File: config.mk
export PLATFORM = sky130hd
export DESIGN_NAME = accum4_frame_flat
export DESIGN_NICKNAME = d
export VERILOG_FILES = /design/src/rtl/accum4_pkg.sv /design/src/rtl/accum4_frame_if.sv /design/src/rtl/accum4_add.sv /design/src/rtl/accum4_frame.sv /design/src/flat_wrapper.sv
export SDC_FILE = /design/constraint.sdc
export NUM_CORES = 1
export LEC_CHECK = 0
export ABC_AREA = 1
export ABC_CLOCK_PERIOD_IN_PS = 2100
export CORE_ASPECT_RATIO = 1.75
export CORE_UTILIZATION = 55
export CTS_BUF_LIST = sky130_fd_sc_hd__clkbuf_4 sky130_fd_sc_hd__clkbuf_8
export CTS_CLUSTER_SIZE = 20
export DETAILED_ROUTE_END_ITERATION = 7
export PLACE_DENSITY = 0.89
export RECOVER_POWER = 25
export SETUP_SLACK_MARGIN = 0.05
export SYNTH_ARGS = -nofsm -noshare
export SYNTH_HDL_FRONTEND = slang
export SYNTH_SLANG_ARGS = --single-unit
File: constraint.sdc
create_clock -name clk -period 2.1 [get_ports clk]
set_input_delay 0.525 -clock clk [delete_from_list [all_inputs] [get_ports clk]]
set_output_delay 0.525 -clock clk [all_outputs]
set_load 0.01 [all_outputs]
File: src/rtl/accum4_pkg.sv
// rtl/accum4_pkg.sv - shared state encodings and default parameters for the framed accumulator
package accum4_pkg;

    typedef enum logic [1:0] {
        IDLE = 2'd0,
        ACC  = 2'd1,
        DONE = 2'd2
    } state_e;

    localparam int DEF_DATA_W = 4;
    localparam int DEF_ACC_W  = 8;
    localparam int DEF_COUNT  = 4;
    localparam int CNT_W      = 8;

endpackage

File: src/rtl/accum4_frame_if.sv
// rtl/accum4_frame_if.sv - operand and result handshake bundle for accum4_frame
interface accum4_frame_if #(
    parameter int DATA_W = 4,
    parameter int ACC_W  = 8
);
    logic              in_valid;
    logic              in_ready;
    logic [DATA_W-1:0] in_data;
    logic              out_valid;
    logic              out_ready;
    logic [ACC_W-1:0]  out_sum;
    logic              out_ovf;

    modport master (
        output in_valid, in_data, out_ready,
        input  in_ready, out_valid, out_sum, out_ovf
    );

    modport slave (
        input  in_valid, in_data, out_ready,
        output in_ready, out_valid, out_sum, out_ovf
    );
endinterface

File: src/rtl/accum4_add.sv
// rtl/accum4_add.sv - combinational accumulator adder with carry report and optional clamp
module accum4_add #(
    parameter int ACC_W = 8,
    parameter bit SAT   = 1'b0
) (
    input  logic [ACC_W-1:0] acc,
    input  logic [ACC_W-1:0] operand,
    output logic [ACC_W-1:0] next_acc,
    output logic             carry
);
    logic [ACC_W:0] full;

    always_comb begin
        full  = {1'b0, acc} + {1'b0, operand};
        carry = full[ACC_W];
        // once clamped at all-ones, any later carry keeps the value pinned there
        if (SAT && carry) begin
            next_acc = '1;
        end else begin
            next_acc = full[ACC_W-1:0];
        end
    end
endmodule

File: src/rtl/accum4_frame.sv
// rtl/accum4_frame.sv - sums COUNT operands per frame; ACCUM4_SATURATE_EN selects clamp instead of wrap
module accum4_frame
    import accum4_pkg::*;
#(
    parameter int DATA_W = DEF_DATA_W,
    parameter int ACC_W  = DEF_ACC_W,
    parameter int COUNT  = DEF_COUNT
) (
    input  logic                 clk,
    input  logic                 rst,
    input  logic                 clear,
    output logic                 busy,
    accum4_frame_if.slave        bus
);
`ifdef ACCUM4_SATURATE_EN
    localparam bit SAT = 1'b1;
`else
    localparam bit SAT = 1'b0;
`endif

    state_e             state_q, state_d;
    logic [ACC_W-1:0]   acc_q, acc_d;
    logic [CNT_W-1:0]   cnt_q, cnt_d;
    logic               ovf_q, ovf_d;

    logic [ACC_W-1:0]   add_base;
    logic [ACC_W-1:0]   add_sum;
    logic               add_carry;
    logic               accept;

    assign bus.in_ready  = (state_q != DONE);
    assign bus.out_valid = (state_q == DONE);
    assign busy          = (state_q != IDLE);
    assign bus.out_sum   = acc_q;
    assign bus.out_ovf   = ovf_q;

    assign accept = bus.in_valid && bus.in_ready;

    // the first operand of a frame loads rather than adds
    assign add_base = (state_q == IDLE) ? '0 : acc_q;

    accum4_add #(
        .ACC_W (ACC_W),
        .SAT   (SAT)
    ) u_add (
        .acc      (add_base),
        .operand  (ACC_W'(bus.in_data)),
        .next_acc (add_sum),
        .carry    (add_carry)
    );

    always_ff @(posedge clk or posedge rst) begin
        if (rst) begin
            state_q <= IDLE;
            acc_q   <= '0;
            cnt_q   <= '0;
            ovf_q   <= 1'b0;
        end else begin
            state_q <= state_d;
            acc_q   <= acc_d;
            cnt_q   <= cnt_d;
            ovf_q   <= ovf_d;
        end
    end

    always_comb begin
        state_d = state_q;
        acc_d   = acc_q;
        cnt_d   = cnt_q;
        ovf_d   = ovf_q;
        if (clear) begin
            state_d = IDLE;
            acc_d   = '0;
            cnt_d   = '0;
            ovf_d   = 1'b0;
        end else begin
            case (state_q)
                IDLE: begin
                    if (accept) begin
                        acc_d   = add_sum;
                        cnt_d   = CNT_W'(1);
                        ovf_d   = add_carry;
                        state_d = (COUNT == 1) ? DONE : ACC;
                    end
                end
                ACC: begin
                    if (accept) begin
                        acc_d = add_sum;
                        cnt_d = cnt_q + CNT_W'(1);
                        ovf_d = ovf_q | add_carry;
                        if (cnt_q == CNT_W'(COUNT - 1)) begin
                            state_d = DONE;
                        end
                    end
                end
                DONE: begin
                    if (bus.out_ready) begin
                        state_d = IDLE;
                        acc_d   = '0;
                        cnt_d   = '0;
                        ovf_d   = 1'b0;
                    end
                end
                default: begin
                    state_d = IDLE;
                end
            endcase
        end
    end
endmodule

File: src/flat_wrapper.sv
// flat-port wrapper written by rule: the top's interface ports become plain ports
module accum4_frame_flat import accum4_pkg::*;
#(
    parameter int DATA_W = DEF_DATA_W,
    parameter int ACC_W  = DEF_ACC_W,
    parameter int COUNT  = DEF_COUNT
)
  (clk, rst, clear, busy, bus_in_valid, bus_in_data, bus_out_ready, bus_in_ready, bus_out_valid, bus_out_sum, bus_out_ovf);
  accum4_frame_if #(.DATA_W(DATA_W), .ACC_W(ACC_W)) bus_i ();
  input  logic clk;
  input  logic rst;
  input  logic clear;
  output logic busy;
  input wire logic [$bits(bus_i.in_valid)-1:0] bus_in_valid;
  input wire logic [$bits(bus_i.in_data)-1:0] bus_in_data;
  input wire logic [$bits(bus_i.out_ready)-1:0] bus_out_ready;
  output wire logic [$bits(bus_i.in_ready)-1:0] bus_in_ready;
  output wire logic [$bits(bus_i.out_valid)-1:0] bus_out_valid;
  output wire logic [$bits(bus_i.out_sum)-1:0] bus_out_sum;
  output wire logic [$bits(bus_i.out_ovf)-1:0] bus_out_ovf;
  assign bus_i.in_valid = bus_in_valid;
  assign bus_i.in_data = bus_in_data;
  assign bus_i.out_ready = bus_out_ready;
  assign bus_in_ready = bus_i.in_ready;
  assign bus_out_valid = bus_i.out_valid;
  assign bus_out_sum = bus_i.out_sum;
  assign bus_out_ovf = bus_i.out_ovf;
  accum4_frame #(.DATA_W(DATA_W), .ACC_W(ACC_W), .COUNT(COUNT)) u_core (.clk(clk), .rst(rst), .clear(clear), .busy(busy), .bus(bus_i));
endmodule
* After elaboration in Yosys (flattened, before gate mapping)
Cells that the tools add are included.
** Operators by class
- Reduce and logical (&&, ||, !) cells :: 9
- $lt $le $gt $ge :: 0
- Add/sub/neg operators :: 2
- Multiplexer cells :: 20
- Shifts and indexed selects :: 0
- Equality and inequality tests :: 9
- Bitwise logic cells :: 1
- Divide/modulo/power cells :: 0
- Multiply operators :: 0
** Operators with widths (number)
- two-way mux 8 bit :: 7
- case mux 8 bit (3 select lines) :: 1
- case mux 8 bit (2 select lines) :: 1
- two-way mux 2 bit :: 5
- adder 8 x 4 -> 9 bit :: 1
- != test 3 x 2 -> 1 bit, second input constant :: 3
- adder 8 x 1 -> 8 bit, second input constant :: 1
- == test 8 x 2 -> 1 bit, second input constant :: 1
- AND reduction 4 bit :: 2
- case mux 2 bit (3 select lines) :: 1
- two-way mux 1 bit :: 4
- nonzero test 4 bit :: 1
- != test 3 x 1 -> 1 bit, second input constant :: 1
- != test 3 bit, second input constant :: 1
- case mux 1 bit (3 select lines) :: 1
- AND reduction 3 bit :: 1
- nonzero test 3 bit :: 1
- == test 2 x 1 -> 1 bit, second input constant :: 1
- == test 2 bit, second input constant :: 1
- zero test 2 bit :: 1
- != test 2 bit, second input constant :: 1
- nonzero test 2 bit :: 1
- OR reduction 2 bit :: 1
- logical AND 1 bit :: 1
- OR 1 bit :: 1
** Storage, ports and cells
- Bits of input ports :: 9
- Flip-flop bits (word level) :: 19
- Output and inout port bits :: 12
- Memories :: 0
- Bits in latches :: 0
- Bits in read-only memories :: 0
- Logic and storage cells :: 45
- Bits in writable memories :: 0

* Longest topological paths before layout
- Depth in word-level cells :: 7
- Mapped depth :: 11
- Gate-level depth less buffers :: 11

* Hierarchy
A second synthesis with hierarchy kept.
** Unflattened totals
- Cell total of the unflattened synthesis :: 217
- Area, all modules :: 1604.0 sq um
** By module, submodules not included
- accum4_frame :: area an instance 1227.4 sq um, times used 1, sequential area each 475.5 sq um, cells an instance 158
- accum4_add :: area an instance 376.6 sq um, times used 1, sequential area each 0.0 sq um, cells an instance 59

* Least setup slack after synthesis
Ideal clock, no wire load.
- Path type :: flip-flop to flip-flop
- From :: register u_core.state_q[0]
- To :: register u_core.acc_q[6], in the netlist u_core.bus.out_sum[6]
- Period minus slack after synthesis :: 1.896 ns
- Library setup time :: 0.118 ns
- Data arrival time :: 1.779 ns
- Stages on the path, launching flop included :: 12
- Path slack :: 0.204 ns
- Buffers on the path :: 0
- Data required time :: 1.982 ns
- Path through :: dfrtp_1 inv_1 ha_1 nor2_1 ha_1 fa_1 nand3_1 nand2_1 nand2_1 o21ai_0 nand3_1 nand2_1
** On the way
- Longest elaborated chain between the ends :: 6
- Elaborated cells between the ends (all ways) :: 15
- Classes of those cells :: add/sub (1); eq/ne (5); mux (4); reduce/logical (5)
** Ends and longest elaborated chain
- start, declared :: line accum4_frame.sv:21 : state_e state_q, state_d;
- start signal, assigned :: line accum4_frame.sv:59 : state_q <= state_d;
- zero test 2 bit :: line accum4_frame.sv:40, accum4_frame.sv:77
- two-way mux 8 bit :: line accum4_frame.sv:40 : assign add_base = (state_q == IDLE) ? '0 : acc_q;
- adder 8 x 4 -> 9 bit :: line accum4_add.sv:14 : full = {1'b0, acc} + {1'b0, operand};
- two-way mux 8 bit :: line accum4_frame.sv:79, accum4_frame.sv:87
- case mux 8 bit (2 select lines) :: line accum4_frame.sv:77 : case (state_q)
- two-way mux 8 bit :: line accum4_frame.sv:71 : if (clear) begin
- end signal, assigned :: line accum4_frame.sv:55 : acc_q <= '0;
- end signal, assigned :: line accum4_frame.sv:60 : acc_q <= acc_d;
- end, declared :: line accum4_frame.sv:22 : logic [ACC_W-1:0] acc_q, acc_d;
Parallel ways exist; a longest one is shown, timed or not. The select of a mux whose other input is x is not followed.
A chain may end at the register's enable or synchronous reset.

* Worst setup path in the final report
- From :: register u_core.state_q[1]
- To :: output port bus_in_ready
** On the way
- Longest elaborated chain between the ends :: 1
** Ends and longest elaborated chain
- != test 2 bit :: line accum4_frame.sv:31 : assign bus.in_ready = (state_q != DONE);
- end, declared :: line flat_wrapper.sv:17 : output wire logic [$bits(bus_i.in_ready)-1:0] bus_in_ready;
No other way between the ends.

==> results by group <==
Clocking
  • CTS tree: yes
  • Htree depth: 1
  • Clk_lat worst skew: 0.26 ns
  • Clock Sinks: 19
  • Cts hold-fix bufs: 0
  • CTS Root Cell: clkbuf_8
  • TritonCTS Buffers: 3
  • Worst-path clk slew: 0.08 ns
  • Max Buffers Root-to-Sink: 2

Routing
  • Detailed-router iteration count before antenna repair: 4
  • Vias: 1350
  • Detailed Route WL: 3.149 mm
  • Detailed-route DRC error count: 0
  • Routed Antenna Nets: 0
  • DR vias/cell: 5.556
  • DRT iter0 DRCs: 36
  • Drt wl/cell: 12.96 um

GRT
  • Antenna violations before repair: 0
  • First-pass GRT wire length: 5.271 mm
  • Pin count of the biggest net entering global routing: 20
  • Overflow after GRT: 0
  • Vias in the first global route: 1326
  • Total GRT Usage: 28.35%

Final layout
  • P&R area growth vs syn: 28.28%
  • Final nets: 238
  • Share of layout cells above drive strength 1: 12.84%
  • Number of diodes: 0

Yosys
  • Synth Instances: 184
  • Top-area cell type share of the netlist area: 36.43%
  • #FFs+latches synth: 19
  • Post-synth top cells: nand2_1 (55), inv_1 (25), dfrtp_1 (19), nand3_1 (19), nor2_1 (18)
  • Syn Area/Cell: 7.092 um^2
  • Synth warnings: 0
  • Post-synthesis net count: 203
  • Largest cells by area after synthesis: dfrtp_1 (36%), nand2_1 (16%), ha_1 (8.6%)
  • Netlist cell types: 23
  • Post-Syn Area: 1305 um^2
  • Number of synthesized flops with an enable pin: 0
  • Seq/Total Area, Yosys: 36.43%
  • Async S/R FF share, synth: 100.0%
  • Area leader, netlist: dfrtp_1
  • Most numerous cell in the Yosys netlist: nand2_1
  • Most used DFF post-synth: dfrtp_1

Pwr
  • Leakage: 0.8414 nW
  • Max VDD drop: 0.6448 mV
  • Power per cell area: 1044 nW/um^2

Placed design
  • DP Wirelength: 2.496 mm
  • Routability cong.: 0.8116
  • Port bufs: 20

Setup path
  • Crit end category: output port
  • CP max stage cell: dfrtp_1
  • Worst reg-to-reg setup slack: 0.23 ns
  • Worst path max stage delay: 0.40 ns
  • Crit path launch type: register
  • CP arrival: 1.37 ns
  • Crit path launch: u_core.state_q[1]
  • CP Max Fanout: 4
  • Crit-path cells: buf_4 -> ha_2 -> inv_1 -> dlygate4sd2_1
  • Launching point of the worst reg2reg path: u_core.state_q[1]
  • CP Class: reg2out
  • Req. time, crit path: 1.57 ns

Timing
  • RSZ-0062 raised after global routing: false
  • Max-slew violations: 0
  • Final Hold Violating Endpoints: 0
  • Final TNS setup: 0 ns
  • Worst-Margin Slew: 1.111 ns
  • Max frequency: 0.5268 GHz
  • Post-Route Skew: 0.004070 ns
  • Number of setup violations in the final report: 0
  • Tmin final: 1.898 ns
  • Relative max-transition margin: 25.91%
  • Worst hold margin: 0.5070 ns
  • Period utilization: 90.39%

Flow run
  • Max-Cap Viols: 0

Status
  • Outcome: finished, final reports clean

Floorplan
  • Die height: 66.44 um
  • Core area: 2273 um^2
  • Die footprint: 2579 um^2
  • Starting Density: 57.40%
  • Rows: 23
  • Die width: 38.82 um
  • Ports: 21

Hold path
  • Tightest Hold Check Type: reg2reg
  • Hold path start: u_core.bus.out_sum[5]
[critical path: cells and delay by family, from the launching register on]
family,cells,cell delay (ns)
flops,1,0.40
buf+inv,3,0.51
fa+ha+maj,1,0.19
[layout by cell type, fill, tap and decap left out, types with 2 or more instances in the layout]
cell type	instances
nand2_1	54
dfrtp_1	19
o22ai_1	2
nand4_1	3
nor2_1	18
nand2_2	3
clkbuf_8	3
ha_1	7
inv_2	4
nand3_1	19
o21ai_0	12
buf_4	11
inv_1	23
clkdlybuf4s50_1	16
a21oi_1	5
dlygate4sd2_1	2
nand3_2	2
[per-layer routing]
| layer | part of all wire, % | track usage, % | routed length (um) |
|---|---|---|---|
| met5 | 0 | 0 | 0 |
| met4 | 2.1 | 13.36 | 65 |
| met3 | 3.6 | 2.694 | 112 |
| met2 | 55 | 50.83 | 1729 |
| met1 | 39 | 31.24 | 1241 |
[kinds of logic (layout without fill, tap and decap cells)]
logic type	count (synthesis)	in the layout	synth area share [%]
simple gates	102	102	34.04
flops	19	19	36.43
fa+ha+maj	10	10	10.16
buf+inv	29	63	9.205
compound gates	22	22	8.821
xor+xnor	2	2	1.343
[stage by stage]
step | setup WS (ns) | util, % | total power, W | cells | cell area (um^2)
after floorplan | 0.2038 | - | 0.001033 | 184 | 1305
after detailed placement | -0.04924 | 70.06 | 0.001410 | 237 | 1593
after global placement | -0.01108 | 70.06 | 0.001376 | 237 | 1593
final | 0.2018 | 73.64 | 0.001747 | 243 | 1674
after global routing | 0.08770 | 73.64 | 0.001859 | 243 | 1674
after CTS | 0.06688 | 72.76 | 0.001697 | 243 | 1654
[cell type report]
class / count / area [um^2]
tap: 25 / 31.28
clock buffer: 4 / 48.80
inverter: 27 / 101.3
timing repair buffer: 32 / 286.5
fill: 166 / 599.3
multi-input combinational: 136 / 730.7
sequential: 19 / 475.5
[where the power goes]
group | total [W] | switching (W) | internal (W)
combinational | 0.000994 | 0.000565 | 0.000429
sequential | 0.000474 | 0.0000438 | 0.000430
clock | 0.000279 | 0.000131 | 0.000148
[sequential cells by signal, summed over array words and instances, names as in the netlist]
signal,count
u_core.cnt_q,8
u_core.state_q,2
u_core.bus.out_ovf,1
u_core.bus.out_sum,8
[final timing paths]
| kind | cells past startpoint | to |
|---|---|---|
| min in group asynchronous | 3 | u_core.cnt_q[6] |
| max reg2reg | 11 | u_core.bus.out_sum[6] |
| max in group asynchronous | 3 | u_core.bus.out_sum[4] |
| min reg2reg | 2 | u_core.bus.out_sum[5] |
| min | 2 | u_core.bus.out_sum[5] |
| max | 4 | bus_in_ready |
[repair_timing]
| action | in CTS | in global routing |
|---|---|---|
| setup endpoints to repair | 3 | 5 |
| pin swaps | 0 | 1 |
| setup buffers | 2 | 0 |
| gates resized for setup | 2 | 8 |
No activity file was read; power rests on OpenSTA's default activity.
